$ cat src/rtl/wb_stage_pkg.sv
// Shared encodings for the write-back stage: FSM states, load opcodes, bus widths.
package wb_stage_pkg;

    typedef enum logic [1:0] {
        WB_IDLE  = 2'd0,
        WB_WAIT  = 2'd1,
        WB_DONE  = 2'd2,
        WB_DRAIN = 2'd3
    } wb_state_e;

    localparam logic [7:0] ALUOP_LB  = 8'h90;
    localparam logic [7:0] ALUOP_LBU = 8'h91;
    localparam logic [7:0] ALUOP_LH  = 8'h92;
    localparam logic [7:0] ALUOP_LHU = 8'h93;
    localparam logic [7:0] ALUOP_LW  = 8'h94;

    localparam int BSEL_BUS = 4;

endpackage

$ cat src/rtl/wb_load_ext.sv
// Byte/half/word select of returned load data, zero- or sign-extended by opcode.
module wb_load_ext
    import wb_stage_pkg::*;
#(
    parameter int DATA_W = 32
) (
    input  logic [DATA_W-1:0]   rdata_i,
    input  logic [BSEL_BUS-1:0] dre_i,
    input  logic [7:0]          aluop_i,
    output logic [DATA_W-1:0]   word_o
);

    logic uns;
    logic [7:0]  b;
    logic [15:0] h;

    always_comb begin
        uns    = (aluop_i == ALUOP_LBU) || (aluop_i == ALUOP_LHU);
        b      = '0;
        h      = '0;
        word_o = '0;
        case (dre_i)
            4'b0001: b = rdata_i[7:0];
            4'b0010: b = rdata_i[15:8];
            4'b0100: b = rdata_i[23:16];
            4'b1000: b = rdata_i[31:24];
            4'b0011: h = rdata_i[15:0];
            4'b1100: h = rdata_i[31:16];
            default: ;
        endcase
        case (dre_i)
            4'b0001, 4'b0010, 4'b0100, 4'b1000:
                word_o = uns ? {{(DATA_W-8){1'b0}}, b} : {{(DATA_W-8){b[7]}}, b};
            4'b0011, 4'b1100:
                word_o = uns ? {{(DATA_W-16){1'b0}}, h} : {{(DATA_W-16){h[15]}}, h};
            4'b1111: word_o = rdata_i;
            default: word_o = '0;
        endcase
    end

endmodule

$ cat src/rtl/wb_stage.sv
// Write-back stage: commits GPR/HI/LO/CP0 results, completes variable-latency loads
// (early-response buffer, stall while waiting, drain after flush) and drives the trace port.
module wb_stage
    import wb_stage_pkg::*;
#(
    parameter int DATA_W      = 32,
    parameter int EARLY_DEPTH = 1
) (
    input  logic                  cpu_clk_50M,
    input  logic                  cpu_rst,
    input  logic [4:0]            wb_wa,
    input  logic                  wb_wreg,
    input  logic [DATA_W-1:0]     wb_dreg,
    input  logic                  wb_mreg,
    input  logic [BSEL_BUS-1:0]   wb_dre,
    input  logic                  wb_whilo,
    input  logic [2*DATA_W-1:0]   wb_hilo,
    input  logic [7:0]            wb_aluop,
    input  logic                  wb_cp0_we,
    input  logic [4:0]            wb_cp0_waddr,
    input  logic [DATA_W-1:0]     wb_cp0_wdata,
    input  logic [DATA_W-1:0]     wb_pc,
    input  logic                  flush,
    input  logic [DATA_W-1:0]     data_rdata,
    input  logic                  data_data_ok,
    output logic                  rf_we,
    output logic [4:0]            rf_wa,
    output logic [DATA_W-1:0]     rf_wd,
    output logic                  hilo_we,
    output logic [2*DATA_W-1:0]   hilo_wd,
    output logic                  cp0_we,
    output logic [4:0]            cp0_waddr,
    output logic [DATA_W-1:0]     cp0_wdata,
    output logic                  stall_req_wb,
    output logic [DATA_W-1:0]     debug_wb_pc,
    output logic [3:0]            debug_wb_rf_wen,
    output logic [4:0]            debug_wb_rf_wnum,
    output logic [DATA_W-1:0]     debug_wb_rf_wdata
);

    wb_state_e state_q, state_d;
    logic [DATA_W-1:0]      ld_q, ld_d;
    logic [1:0]             cnt_q, cnt_d;
    logic [1:0][DATA_W-1:0] early_q, early_d;

    logic              commit, stall, pop, consume, push, drop;
    logic [DATA_W-1:0] src, ext;

    always_comb begin
        state_d = state_q;
        ld_d    = ld_q;
        commit  = 1'b0;
        stall   = 1'b0;
        pop     = 1'b0;
        consume = 1'b0;
        src     = data_rdata;
        case (state_q)
            WB_IDLE: begin
                if (!wb_mreg) begin
                    commit = 1'b1;
                end else if (cnt_q != 2'd0) begin
                    commit = 1'b1;
                    pop    = 1'b1;
                    src    = early_q[0];
                end else if (data_data_ok) begin
                    commit  = 1'b1;
                    consume = 1'b1;
                end else begin
                    stall   = 1'b1;
                    state_d = WB_WAIT;
                end
            end
            WB_WAIT: begin
                stall = !flush;
                if (data_data_ok) begin
                    consume = 1'b1;
                    if (flush) begin
                        state_d = WB_IDLE;
                    end else begin
                        ld_d    = data_rdata;
                        state_d = WB_DONE;
                    end
                end else if (flush) begin
                    state_d = WB_DRAIN;
                end
            end
            WB_DONE: begin
                commit  = 1'b1;
                src     = ld_q;
                state_d = WB_IDLE;
            end
            default: begin
                // The orphaned response cannot be told apart from a new load's data,
                // so loads hold here; non-loads keep flowing.
                commit = !wb_mreg;
                stall  = wb_mreg;
                if (data_data_ok) begin
                    consume = 1'b1;
                    state_d = WB_IDLE;
                end
            end
        endcase
    end

    // A response that no load is consuming yet belongs to a younger load still in MEM.
    assign push = data_data_ok && !consume && (state_q == WB_IDLE || state_q == WB_DONE);

    always_comb begin
        early_d = early_q;
        cnt_d   = cnt_q;
        drop    = 1'b0;
        if (pop) begin
            early_d[0] = early_q[1];
            cnt_d      = cnt_q - 2'd1;
        end
        if (push) begin
            if (cnt_d < 2'(EARLY_DEPTH)) begin
                early_d[cnt_d[0]] = data_rdata;
                cnt_d             = cnt_d + 2'd1;
            end else begin
                drop = 1'b1;
            end
        end
        if (flush) cnt_d = 2'd0;
    end

    always_ff @(posedge cpu_clk_50M) begin
        if (cpu_rst) begin
            state_q <= WB_IDLE;
            ld_q    <= '0;
            cnt_q   <= 2'd0;
            early_q <= '0;
        end else begin
            state_q <= state_d;
            ld_q    <= ld_d;
            cnt_q   <= cnt_d;
            early_q <= early_d;
        end
    end

    no_early_overflow: assert property (@(posedge cpu_clk_50M) disable iff (cpu_rst) !(drop && !flush));

    wb_load_ext #(.DATA_W(DATA_W)) u_ext (
        .rdata_i (src),
        .dre_i   (wb_dre),
        .aluop_i (wb_aluop),
        .word_o  (ext)
    );

    logic live, cmt;
    assign live = !cpu_rst;
    assign cmt  = live && commit;

    assign rf_we        = cmt && wb_wreg && (wb_wa != 5'd0);
    assign rf_wa        = live ? wb_wa : 5'd0;
    assign rf_wd        = !live ? '0 : (wb_mreg ? ext : wb_dreg);
    assign hilo_we      = cmt && wb_whilo;
    assign hilo_wd      = live ? wb_hilo : '0;
    assign cp0_we       = cmt && wb_cp0_we;
    assign cp0_waddr    = live ? wb_cp0_waddr : 5'd0;
    assign cp0_wdata    = live ? wb_cp0_wdata : '0;
    assign stall_req_wb = live && stall;

    assign debug_wb_pc       = cmt ? wb_pc : '0;
    assign debug_wb_rf_wen   = {4{rf_we}};
    assign debug_wb_rf_wnum  = rf_wa;
    assign debug_wb_rf_wdata = rf_wd;

endmodule
$ cat config.mk
export PLATFORM = sky130hd
export DESIGN_NAME = wb_stage
export DESIGN_NICKNAME = d
export VERILOG_FILES = /design/src/rtl/wb_stage_pkg.sv /design/src/rtl/wb_load_ext.sv /design/src/rtl/wb_stage.sv
export SDC_FILE = /design/constraint.sdc
export NUM_CORES = 1
export LEC_CHECK = 0
export ABC_AREA = 1
export BUFFER_PORTS_ARGS = -buffer_cell sky130_fd_sc_hd__buf_2
export CORE_AREA = 2 2 167 169
export DETAILED_ROUTE_END_ITERATION = 10
export DIE_AREA = 0 0 169 171
export PLACE_DENSITY = 0.55
export SYNTH_ARGS = -nofsm -noshare
export SYNTH_HDL_FRONTEND = slang
export SYNTH_SLANG_ARGS = --single-unit
export TNS_END_PERCENT = 100
$ cat constraint.sdc
create_clock -name cpu_clk_50M -period 5.2 [get_ports cpu_clk_50M]
set_clock_uncertainty 0.05 [all_clocks]
set_input_delay 1.04 -clock cpu_clk_50M [delete_from_list [all_inputs] [get_ports cpu_clk_50M]]
set_output_delay 1.04 -clock cpu_clk_50M [all_outputs]
set_load 0.005 [all_outputs]
==> flow_summary.ini, run 1 <==
[worst_setup_path]
crit_chain = inv_1, ha_1, inv_2, nand2_8, nand2_4, inv_1, nor2_1, o21ai_0, o21ai_0, o21ai_0, a21oi_1, buf_2
path_depth = 12
critPathKind = flip-flop to output pin
critPathBufInv = 4
crit_top_cell = o21ai_0
critPathLaunchType = flip-flop
arrival_ns = 3.30
critical_path_required_ns = 4.11
slowest_delay_ns = 0.63
r2r_cells = 11
slowest_stage = ha_1
critical-path-top-delay-family = compound AO/OA/AOI/OAI gates
crit_fanout = 14
cp-end-kind = output pin

[route]
via_per_inst = 4.62
route.detailed.drc = 0
drt_pass1_iterations = 4
vias = 9094
ant_nets = 0
wire_per_inst_um = 15.1
drt-total-wl_um = 29600
drtIter0Drc = 452

[placed_design]
dpl.hpwl_um = 22400
routabilityCongestion = 0.828
dp_cells = 1951
numPortBuffers = 435

[cts]
clock_latency_ns = 0.35
ctsHoldBuffers = 0
cts_buffer_depth = 2
cts_tree = done
cts_resized = 0
htreeDepth = 3
post_cts_buffers = 0
cts_root_buf = clkbuf_16
cts.reportedPaths.clkPinSlew_ns = 0.07
cts.sinks = 100
cts-buffers-inserted = 9

[synth]
ys_seq_elements = 100
syn_avg_cell_area_um2 = 6.05
ys_seq_area_share_pct = 25.9
synth-async-reset-ratio_pct = 0
syn-num-nets = 1506
synth.cell_area_um2 = 7730
synth_cell_type_count = 36
synth_edf_count = 0
synth_cells = 1277
synth_ff_type = dfxtp_1
ys_warn_count = 0

[timing]
worst_slew_pin_slew_ns = 0.892
finalSetupViolations = 0
setup_tns_ns = 0
period_share_pct = 84.5
slew_headroom_pct = 40.4
fin_hold_ws_ns = 0.399
period_needed_ns = 4.39
finalHoldViolCount = 0
fmax_mhz = 228
slew_violations = 0
rsz0062_at_grt = no

[power]
intPower_w = 0.00191
pwr-share-comb_pct = 51.7
pwr-share-seq_pct = 29.6
netSwitchingPower_w = 0.00153
max-vdd-ir-drop_v = 0.000199
power.share.clock_pct = 18.7
power.density_nw_per_um2 = 343
leakagePower_nw = 5.69
p_sw_share_pct = 44.5

[final_layout]
syn_to_final_growth_pct = 29.7
num-nets-final = 1845
fin_cells = 1967
num_antenna_cells = 0
final_layout_size_suffix_gt1_share_pct = 33.3

[global_routing]
grt_pass1_vias = 8043
grt_max_degree = 166
grt_usage_pct = 19.2
overflow = 0
antenna_found_initial = 1
grt_pass1_wl_um = 43800

[run]
maxCapViolCount = 0

[floorplan]
start_util_pct = 28.3
core_area_um2 = 27300
rows = 61
io_pins = 437
die-height_um = 171
die_area_um2 = 28900
die_w_um = 169

[min_path]
hold_depth = 2
holdCritPathClass = flip-flop to flip-flop

[outcome]
status = complete, no violations
[cell type report]
type                            count  area, um2
Timing Repair Buffer              451       2310
Tap cell                          346        433
Fill cell                        3020      17300
Inverter                          217        817
Sequential cell                   100       2000
Multi-Input combinational cell    837       4190
Clock buffer                       13        250
Clock inverter                      3       22.5
[worst min-delay path, cell delays in order, from the launching register on]
cell and delay (ns):
dfxtp_1 0.30, inv_1 0.05, a21oi_1 0.05
[state kept, by name, summed over array words and instances, names as in the netlist]
| name | count |
|---|---|
| early_q | 64 |
| ld_q | 32 |
| cnt_q | 2 |
| state_q | 2 |
[cell families after synthesis]
| group | synth area share (%) |
|---|---|
| compound gates | 21.3 |
| buf+inv | 20.0 |
| flops | 25.9 |
| fa+ha+maj | 1.13 |
| simple gates | 27.3 |
| mux | 4.08 |
| xor+xnor | 0.356 |
[power groups by stage]
stage                     clock, W  combinational, W  sequential, W
after CTS                 0.000654           0.00177        0.00102
after floorplan                  0           0.00127        0.00101
final                     0.000645           0.00178        0.00102
after detailed placement         0           0.00177        0.00103
after global routing      0.000684           0.00200        0.00104
after global placement           0           0.00175        0.00103
[Yosys cell counts (all sizes together) (2+ instances only)]
master	instances	share of area (%)
mux2	28	4.1
o21bai	2	0.19
a31oi	2	0.16
o21ai	121	8.0
dfxtp	100	26
a21oi	167	11
nand3	80	5.5
nor3	5	0.32
buf	87	7.7
inv	217	11
nand2	215	11
nand4	2	0.32
clkbuf	36	1.7
ha	7	1.1
nor2	189	9.6
o211ai	14	1.4
a221oi	2	0.23
[routing by layer]
metal / vias up / GRT usage (%) / routed length (um)
met4: 2 / 5.69 / 618
met3: 30 / 2.64 / 2000
met1: 4010 / 24.7 / 12600
met5: - / 0 / 7
met2: 390 / 33.6 / 14400
li1: 4662 / - / -
[final timing paths]
| kind | from | end | slack (ns) |
|---|---|---|---|
| min | early_q[49]$_SDFFE_PP0P_ | early_q[49]$_SDFFE_PP0P_ | 0.40 |
| max reg2reg | state_q[1]$_SDFFE_PP0P_ | early_q[43]$_SDFFE_PP0P_ | 1.75 |
| max | state_q[1]$_SDFFE_PP0P_ | debug_wb_rf_wdata[5] | 0.81 |
| min reg2reg | early_q[49]$_SDFFE_PP0P_ | early_q[49]$_SDFFE_PP0P_ | 0.40 |
[stage by stage]
stage	total power (W)	utilization [%]	instance area, um2	worst slack, ns
finish	0.00344	36.7	10000	0.806
global route	0.00372	36.7	10000	0.537
CTS	0.00344	36.7	10000	0.810
detailed placement	0.00280	35.7	9750	1.09
global placement	0.00278	35.7	9750	1.11
floorplan	0.00228	-	7730	1.85
[cell usage in the layout, fill, tap and decap left out, drive strengths merged]
master / count
a221oi: 2
clkinvlp: 3
mux2: 28
o21ai: 121
o21bai: 2
ha: 7
xor2: 1
clkbuf: 13
nand4: 2
inv: 217
a21oi: 167
buf: 451
nor2: 189
dfxtp: 100
nor3: 5
o211ai: 14
nand3: 80
o311ai: 1
o31ai: 1
a31oi: 2
nand2: 215
Note: power is estimated with default switching activity, not from simulation.
==> run 2, diff against run 1 <==
--- a/config.mk
+++ b/config.mk
@@ -7,10 +7,10 @@
 export LEC_CHECK = 0
 export ABC_AREA = 1
 export BUFFER_PORTS_ARGS = -buffer_cell sky130_fd_sc_hd__buf_2
-export CORE_AREA = 2 2 167 169
+export CORE_AREA = 2 2 168 170
 export DETAILED_ROUTE_END_ITERATION = 10
-export DIE_AREA = 0 0 169 171
-export PLACE_DENSITY = 0.55
+export DIE_AREA = 0 0 170 172
+export PLACE_DENSITY = 0.54
 export SYNTH_ARGS = -nofsm -noshare
 export SYNTH_HDL_FRONTEND = slang
 export SYNTH_SLANG_ARGS = --single-unit
==> constraint.sdc (replaced) <==
create_clock -name cpu_clk_50M -period 4.4 [get_ports cpu_clk_50M]
set_clock_uncertainty 0.05 [all_clocks]
set_input_delay 0.88 -clock cpu_clk_50M [delete_from_list [all_inputs] [get_ports cpu_clk_50M]]
set_output_delay 0.88 -clock cpu_clk_50M [all_outputs]
set_load 0.005 [all_outputs]
==> flow_summary.ini, run 2 (synthesized netlist as in run 1, its figures left out) <==
[timing]
finalSetupViolations = 0
period_needed_ns = 3.82
fmax_mhz = 262
worst_slew_pin_slew_ns = 0.694
finalHoldViolCount = 0
slew_violations = 0
slew_headroom_pct = 53.7
period_share_pct = 86.7
rsz0062_at_grt = no
setup_tns_ns = 0

[route]
drt-total-wl_um = 29400
drtIter0Drc = 531
route.detailed.drc = 0
drt_pass1_iterations = 5
ant_nets = 0
vias = 9030
wire_per_inst_um = 14.9
via_per_inst = 4.57

[floorplan]
die-height_um = 172
core_area_um2 = 27500
start_util_pct = 28.1
die_w_um = 170
io_pins = 437
die_area_um2 = 29200
rows = 61

[final_layout]
fill_cells = 3004
largestRegisters = early_q: 64 flops, ld_q: 32 flops
layout_commonest_cell = buf_2
final_cell_mix = buf_2, inv_1, nand2_1
design_area_um2 = 10100
syn_to_final_growth_pct = 31.0
final_layout_size_suffix_gt1_share_pct = 33.8
num_antenna_cells = 0
num-nets-final = 1855
top_register = early_q
largest_reg_flops = 64

[global_routing]
grt_pass1_vias = 7861
grt_pass1_wl_um = 42900
grt_usage_pct = 18.7
antenna_found_initial = 0
overflow = 0
grt_max_degree = 77

[cts]
cts_root_buf = clkbuf_16
post_cts_buffers = 0
cts.reportedPaths.clkPinSlew_ns = 0.07
cts_buffer_depth = 2
cts_resized = 0
htreeDepth = 3
cts-buffers-inserted = 9
cts_tree = done
cts.sinks = 100
ctsHoldBuffers = 0
clock_latency_ns = 0.35

[placed_design]
place_area_um2 = 9810
routabilityCongestion = 0.886
numPortBuffers = 435
dpl.hpwl_um = 22900

[worst_setup_path]
critPathKind = flip-flop to output pin
critical_path_required_ns = 3.47
crit_fanout = 22
critPathLaunchType = flip-flop
cp-end-kind = output pin
arrival_ns = 2.89

[min_path]
holdCritPathClass = flip-flop to flip-flop

[run]
maxCapViolCount = 0

[power]
max-vdd-ir-drop_v = 0.000247
leakagePower_nw = 5.76
power.density_nw_per_um2 = 413

[outcome]
status = complete, no violations
run 2: stage by stage:
stage          total power (W)  util [%]  instances  hold slack (ns)  worst slack [ns]
2_1_floorplan          0.00269         -       1277            0.375              1.37
3_3_place_gp           0.00331      35.7       1961            0.385             0.925
3_5_place_dp           0.00335      35.7       1961            0.389             0.899
4_1_cts                0.00419      36.8       1977            0.400             0.566
5_1_grt                0.00451      36.8       1977            0.416             0.386
6_report               0.00418      36.8       1977            0.397             0.584
run 2: power breakdown:
group	leakage, nW	internal, W	switching, W
logic	4.79	0.000765	0.00138
clock network	0.156	0.000475	0.000360
registers	0.813	0.00111	0.0000937
run 2: final timing paths:
check,slack [ns],endpoint,depth (start not counted),from
hold / removal,0.40,ld_q[5]$_SDFFE_PP0P_,2,ld_q[5]$_SDFFE_PP0P_
hold reg to reg,0.40,ld_q[5]$_SDFFE_PP0P_,2,ld_q[5]$_SDFFE_PP0P_
setup / recovery,0.58,rf_wd[6],11,state_q[0]$_SDFFE_PP0P_
setup reg to reg,1.35,early_q[37]$_SDFFE_PP0P_,11,state_q[0]$_SDFFE_PP0P_
run 2: routing by layer:
layer / up-vias / GRT usage (%) / wire length [um]
met4: 0 / 5.24 / 529
met2: 379 / 32.3 / 14200
met3: 28 / 2.01 / 1900
li1: 4666 / - / -
met5: - / 0 / 0
met1: 3957 / 24.8 / 12800
run 2: final cells by class:
type / instances / area (um2) / area share (%)
well taps: 346 / 433 / 4.28
repair buffers: 461 / 2370 / 23.5
inverters: 217 / 817 / 8.07
clock buffers: 11 / 253 / 2.50
flip-flops and latches: 100 / 2000 / 19.8
clock inverters: 5 / 57.6 / 0.568
multi-input cells: 837 / 4190 / 41.4
run 2: critical path, cell delays in order (launching register included):
cell and delay, ns:
dfxtp_1 0.36, inv_1 0.09, ha_1 0.30, nor2_4 0.29, buf_4 0.32, a21oi_1 0.06, nand2_1 0.09, nand2_1 0.10
o21ai_0 0.39, o21ai_0 0.20, a21oi_1 0.19, buf_2 0.14
